**src/rtl/wb_port_arbiter.sv**
```systemverilog
// wb_port_arbiter: shares the single register-file write port between the WB stage (primary)
// and a queued auxiliary result path (mult/div, secondary). Aux results wait in a small FIFO
// and drain on cycles without a WB write. A starvation counter raises a one-cycle stall so
// that a blocked FIFO head always retires. All rf_* outputs are registered (1-cycle latency).
// Optional feature macro: ARB_SCOREBOARD_EN enables the per-register pending_mask_o tracking.
module wb_port_arbiter #(
  parameter int unsigned DEPTH      = 2,
  parameter int unsigned STARVE_MAX = 4
) (
  input  logic                     clk_i,
  input  logic                     rst_ni,
  input  logic                     wb_valid_i,
  input  logic [4:0]               wb_reg_i,
  input  logic [31:0]              wb_data_i,
  input  logic                     aux_valid_i,
  output logic                     aux_ready_o,
  input  logic [4:0]               aux_reg_i,
  input  logic [31:0]              aux_data_i,
  output logic                     rf_we_o,
  output logic [4:0]               rf_waddr_o,
  output logic [31:0]              rf_wdata_o,
  output logic                     stall_req_o,
  output logic [$clog2(DEPTH):0]   aux_pending_o,
  output logic [31:0]              pending_mask_o
);

  localparam int unsigned PtrW = $clog2(DEPTH);
  localparam int unsigned CntW = PtrW + 1;
  localparam int unsigned StW  = $clog2(STARVE_MAX + 1);

  typedef enum logic [1:0] {SelNone, SelWb, SelAux} sel_e;

  // FIFO storage and control state
  logic [4:0]      reg_mem_q  [DEPTH];
  logic [31:0]     data_mem_q [DEPTH];
  logic [PtrW-1:0] wptr_q, wptr_d;
  logic [PtrW-1:0] rptr_q, rptr_d;
  logic [CntW-1:0] count_q, count_d;
  logic [StW-1:0]  starve_q, starve_d;
  logic            stall_q, stall_d;

  // Registered write-port outputs
  logic            rf_we_q, rf_we_d;
  logic [4:0]      rf_waddr_q, rf_waddr_d;
  logic [31:0]     rf_wdata_q, rf_wdata_d;

  logic        fifo_empty;
  logic        fifo_full;
  logic        push;
  logic        pop;
  logic        wb_req;
  logic        blocked;
  logic [4:0]  head_reg;
  logic [31:0] head_data;
  sel_e        sel;

  assign fifo_empty  = (count_q == '0);
  assign fifo_full   = (count_q == CntW'(DEPTH));
  // Ready depends on occupancy only, so a push into a full FIFO cannot happen.
  assign aux_ready_o = ~fifo_full;
  assign push        = aux_valid_i & ~fifo_full;
  // A write to x0 is no request at all.
  assign wb_req      = wb_valid_i & (wb_reg_i != 5'd0);
  assign head_reg    = reg_mem_q[rptr_q];
  assign head_data   = data_mem_q[rptr_q];

  // Write-port source selection: forced drain, then WB, then opportunistic drain.
  always_comb begin
    sel = SelNone;
    if (stall_q && !fifo_empty) begin
      sel = SelAux;
    end else if (wb_req) begin
      sel = SelWb;
    end else if (!fifo_empty) begin
      sel = SelAux;
    end
  end

  assign pop     = (sel == SelAux);
  assign blocked = (sel == SelWb) & ~fifo_empty;

  // Next write-port values; address/data hold when nothing is written.
  always_comb begin
    rf_we_d    = 1'b0;
    rf_waddr_d = rf_waddr_q;
    rf_wdata_d = rf_wdata_q;
    unique case (sel)
      SelWb: begin
        rf_we_d    = 1'b1;
        rf_waddr_d = wb_reg_i;
        rf_wdata_d = wb_data_i;
      end
      SelAux: begin
        // A head targeting x0 is still popped but produces no write.
        if (head_reg != 5'd0) begin
          rf_we_d    = 1'b1;
          rf_waddr_d = head_reg;
          rf_wdata_d = head_data;
        end
      end
      default: ;
    endcase
  end

  // FIFO pointer and occupancy update; simultaneous push/pop leaves occupancy unchanged.
  always_comb begin
    wptr_d  = push ? wptr_q + PtrW'(1) : wptr_q;
    rptr_d  = pop  ? rptr_q + PtrW'(1) : rptr_q;
    count_d = count_q;
    case ({push, pop})
      2'b10:   count_d = count_q + CntW'(1);
      2'b01:   count_d = count_q - CntW'(1);
      default: count_d = count_q;
    endcase
  end

  // Starvation tracking: the stall is raised on the edge where the count reaches STARVE_MAX
  // and the following forced pop clears the count, so the stall lasts exactly one cycle.
  always_comb begin
    starve_d = starve_q;
    if (pop || fifo_empty) begin
      starve_d = '0;
    end else if (blocked) begin
      starve_d = starve_q + StW'(1);
    end
    stall_d = blocked & (starve_q == StW'(STARVE_MAX - 1));
  end

  // Control and output state registers.
  always_ff @(posedge clk_i or negedge rst_ni) begin
    if (!rst_ni) begin
      wptr_q     <= '0;
      rptr_q     <= '0;
      count_q    <= '0;
      starve_q   <= '0;
      stall_q    <= 1'b0;
      rf_we_q    <= 1'b0;
      rf_waddr_q <= '0;
      rf_wdata_q <= '0;
    end else begin
      wptr_q     <= wptr_d;
      rptr_q     <= rptr_d;
      count_q    <= count_d;
      starve_q   <= starve_d;
      stall_q    <= stall_d;
      rf_we_q    <= rf_we_d;
      rf_waddr_q <= rf_waddr_d;
      rf_wdata_q <= rf_wdata_d;
    end
  end

  // FIFO payload storage; reset only clears the pointers, stale entries are unreachable.
  always_ff @(posedge clk_i) begin
    if (push) begin
      reg_mem_q[wptr_q]  <= aux_reg_i;
      data_mem_q[wptr_q] <= aux_data_i;
    end
  end

  assign rf_we_o       = rf_we_q;
  assign rf_waddr_o    = rf_waddr_q;
  assign rf_wdata_o    = rf_wdata_q;
  assign stall_req_o   = stall_q;
  assign aux_pending_o = count_q;

`ifdef ARB_SCOREBOARD_EN
  // Per-register count of queued entries keeps the mask exact when a register is queued twice.
  logic [CntW-1:0] reg_cnt_q [32];
  logic [CntW-1:0] reg_cnt_d [32];

  // Increment on push, decrement on pop; both on the same register cancel out.
  always_comb begin
    reg_cnt_d = reg_cnt_q;
    for (int r = 1; r < 32; r++) begin
      case ({push && (aux_reg_i == 5'(r)), pop && (head_reg == 5'(r))})
        2'b10:   reg_cnt_d[r] = reg_cnt_q[r] + CntW'(1);
        2'b01:   reg_cnt_d[r] = reg_cnt_q[r] - CntW'(1);
        default: reg_cnt_d[r] = reg_cnt_q[r];
      endcase
    end
  end

  // Scoreboard counters.
  always_ff @(posedge clk_i or negedge rst_ni) begin
    if (!rst_ni) begin
      for (int r = 0; r < 32; r++) begin
        reg_cnt_q[r] <= '0;
      end
    end else begin
      for (int r = 0; r < 32; r++) begin
        reg_cnt_q[r] <= reg_cnt_d[r];
      end
    end
  end

  // Mask bit set while any queued entry targets that register; x0 never pending.
  always_comb begin
    pending_mask_o = '0;
    for (int r = 1; r < 32; r++) begin
      pending_mask_o[r] = (reg_cnt_q[r] != '0);
    end
  end
`else
  assign pending_mask_o = 32'h0;
`endif

endmodule

```
**config.mk**
```make
export PLATFORM = sky130hd
export DESIGN_NAME = wb_port_arbiter
export DESIGN_NICKNAME = d
export VERILOG_FILES = /design/src/rtl/wb_port_arbiter.sv
export SDC_FILE = /design/constraint.sdc
export NUM_CORES = 1
export LEC_CHECK = 0
export BUFFER_PORTS_ARGS = -buffer_cell sky130_fd_sc_hd__buf_4
export CORE_UTILIZATION = 53
export DETAILED_ROUTE_END_ITERATION = 12
export HOLD_SLACK_MARGIN = 0.08
export PLACE_DENSITY = 0.82
export SLEW_MARGIN = 30
export SYNTH_ARGS = -nofsm -noshare
export SYNTH_HDL_FRONTEND = slang
export SYNTH_SLANG_ARGS = --single-unit
```
**constraint.sdc**
```tcl
create_clock -name clk_i -period 5.1 [get_ports clk_i]
set_clock_uncertainty 0.15 [all_clocks]
set_input_delay 1.02 -clock clk_i [delete_from_list [all_inputs] [get_ports clk_i]]
set_output_delay 1.02 -clock clk_i [all_outputs]
set_load 0.1 [all_outputs]
```
==> metrics <==
Crit-path slowest cell or4_1; Final Hold Vio Count 0; IO Port Bufs 119; Synth cell types 34; WP data required 5.38 ns; Via Count around 3.7k; Pwr Density 753 nW/µm²; Reg clk slew, reported paths 0.06 ns; Slew Limit Fails 0; share of cells above drive strength 1 0.364; status complete, no violations; Design Area, Final 6810 µm²; Yosys warning count 0; critical path peak fanout 37; Setup-failing EPs final 0; Clock Latency Late Sink between 0.5 and 0.6 ns; drt via density 5.59; met1 usage 0.300; clock tree root buffer cell clkbuf_8; Die Height approximately 100 µm; setup bufs post-CTS 0; register area share after synthesis 0.629; relative slew slack 0.433; Global Route met3 Usage 0.0712; P_int approximately 2.7 mW; sequential share of power 0.319; gr usage total 0.237; largest net degree at the start of global routing between 40 and 50; 1st-pass router iterations 5; met2 global-route usage 0.384; Post-Syn Area 5360 µm²; Congestion Overflow GR 0; Slew @ Worst Pin approximately 0.85 ns; Leak roughly 2.8 nW; period utilization 0.654; proportion of power drawn by the clock network 0.224; Max Fclk around 300 MHz; clk buf depth 2; flop and latch count out of synthesis 120; worst-case vdd ir drop roughly 0.56 mV; Placement Cell Area a little over 6000 µm²; DP HPWL ~7500 µm; Die Area around 11000 µm²; hold slack about 0.37 ns; Finished Layout Cells around 670; RR Startpoint aux_pending_o[0]; R2R depth 7; synthesized instance count approximately 410; overall routed net length approximately 12000 µm; busiest grt layer met2; # fillers ~670; Clock Sinks between 100 and 150; CTS tree yes; ant diodes 0; DRC errors left 0; worst slack, placed between 1 and 1.5 ns; Num CTS Buffers 17; wire per inst between 15 and 20 µm; Worst setup EP type register; initial antenna violation count 0; reg2reg end rf_wdata_o[15]; Comb pwr share 0.457; first-pass GRT wire length 18200 µm; Synth Area per Inst approximately 13 µm²; Post-Place Cells between 600 and 700; NetSw ~2.4 mW; fin crit period 3.34 ns; htree depth 4; gpl congestion around 0.82; Initial Util 0.549; hold buffers post-CTS 0; CP Class input port to register; R2R Setup Slk between 2 and 2.5 ns; CTS resizes 0; vias in the first global route 3627; Rows 36; max-cap violation count 0; final net count between 600 and 700; Die X approximately 100 µm; Core Region 9770 µm²; DRT iter0 DRCs around 260; worst-path cell chain buf_4 -> or4_1 -> o21ai_0 -> o21ai_0 -> inv_1 -> ha_2 -> buf_4 -> ha_1 -> nor2_1 -> xor2_1; Hold Crit Class input port to asynchronous set/reset pin; Setup TNS Final 0 ns; startpoint types input port; unrepaired setup endpoints after global routing no; Critical Path Max Stage Delay 0.54 ns; Post-DRT Antenna Nets 0; Final WS setup 1.76 ns; Worst Path Arrival approximately 3.6 ns; Net Sw Frac 0.472; I/O pins 152; area delta synth->final 26.9%
## worst max-delay path: cells and delay by family
| family | cells | cell delay (ns) |
|---|---|---|
| AO/OA/AOI/OAI | 2 | 0.36 |
| adder cells (fa/ha/maj) | 2 | 0.77 |
| XOR/XNOR | 1 | 0.16 |
| buffers and inverters | 3 | 0.63 |
| AND/OR/NAND/NOR | 2 | 0.67 |
## layout by cell type, fill, tap and decap left out, types with 2 or more instances in the layout
cell	instances
ha_1	4
bufinv_16	3
nor2_4	2
nand2b_1	2
clkinv_2	4
clkinv_1	2
nor3_1	2
nand3_1	96
edfxtp_1	74
conb_1	32
nor2b_1	9
inv_1	3
o21ai_0	3
buf_4	123
a211oi_1	5
clkinvlp_4	3
xnor2_1	4
nand2_1	2
mux2_2	32
dfrtp_1	45
or4_1	2
clkbuf_16	16
clkinv_4	2
a22oi_1	32
a221oi_1	4
xor2_1	2
a21oi_1	5
nor2_1	4
mux2i_1	2
buf_16	2
## power groups by stage
| stage | combinational [mW] | sequential [mW] | clock (mW) |
|---|---|---|---|
| 2_1_floorplan | 0.804 | 2.65 | 0 |
| 3_3_place_gp | 2.27 | 1.64 | 0 |
| 3_5_place_dp | 2.35 | 1.65 | 0 |
| 4_1_cts | 2.35 | 1.64 | 1.16 |
| 5_1_grt | 2.46 | 1.68 | 1.20 |
| 6_report | 2.34 | 1.64 | 1.15 |
## cells by family after synthesis
group | share of synthesized area
flip-flops | 0.629
XOR/XNOR | 0.00980
AO/OA/AOI/OAI | 0.0770
buffers and inverters | 0.0814
other | 0.000699
AND/OR/NAND/NOR | 0.119
multiplexers | 0.0709
adder cells (fa/ha/maj) | 0.0117
## routing by layer
| metal | up-vias | share of wire |
|---|---|---|
| met5 | - | 0 |
| met4 | 0 | 0.018 |
| met3 | 13 | 0.073 |
| met2 | 190 | 0.51 |
| met1 | 1823 | 0.40 |
| li1 | 1705 | - |
## through the flow
stage          utilization  power (mW)
5_1_grt              0.696        5.33
3_3_place_gp         0.630        3.90
6_report             0.696        5.13
4_1_cts              0.696        5.15
2_1_floorplan            -        3.45
3_5_place_dp         0.637        4.00
## state kept, by name, summed over array words and instances, names as in the netlist, 2 cells and up
signal	count
aux_pending_o	2
rf_wdata_o	32
rf_waddr_o	5
starve_q	3
data_mem_q	64
reg_mem_q	10
## final cells by class
class	count	area, µm²	area share
clock inverters	14	158	0.0232
clock buffers	18	418	0.0614
flip-flops and latches	120	3380	0.496
inverters	3	11.3	0.00165
multi-input cells	255	1700	0.250
repair buffers	125	978	0.144
well taps	133	166	0.0244
## cells in the mapped netlist
cell       count  area [µm²]
nand3_1       96         480
edfxtp_1      74        2220
dfrtp_1       46        1150
a22oi_1       32         240
buf_4         32         240
mux2_2        32         360
clkbuf_1      12        45.0
buf_6         10         113
nor2b_1       10        62.6
buf_1          6        22.5
nor2_1         6        22.5
a211oi_1       5        37.5
a21oi_1        5        25.0
ha_1           5        62.6
a221oi_1       4        35.0
xnor2_1        4        35.0
inv_1          3        11.3
o21ai_0        3        15.0
and3_1         2        12.5
mux2i_1        2        20.0
nand2_1        2        7.51
nand2b_1       2        12.5
nor3_1         2        10.0
or4_1          2        15.0
xor2_1         2        17.5
a2111oi_0      1        8.76
a21o_1         1        7.51
a31oi_1        1        6.26
buf_2          1        5.00
conb_1         1        3.75
o32a_1         1        10.0
o32ai_4        1        27.5
or2_2          1        6.26
or4_4          1        11.3
## how the worst max path moves through the flow
stage | from | end | slack [ns] | cells after the start
floorplan | aux_pending_o[0] | data_mem_q[0][0] | 0.77 | 3
CTS | wb_reg_i[0] | aux_pending_o[1] | 1.79 | 10
global placement | wb_reg_i[0] | rf_wdata_o[22] | 0.94 | 9
detailed placement | wb_reg_i[0] | rf_wdata_o[15] | 1.28 | 9
finish | wb_reg_i[0] | aux_pending_o[1] | 1.76 | 10
global route | wb_reg_i[0] | rf_wdata_o[20] | 1.62 | 9
Power figures use the tool's default switching activity.
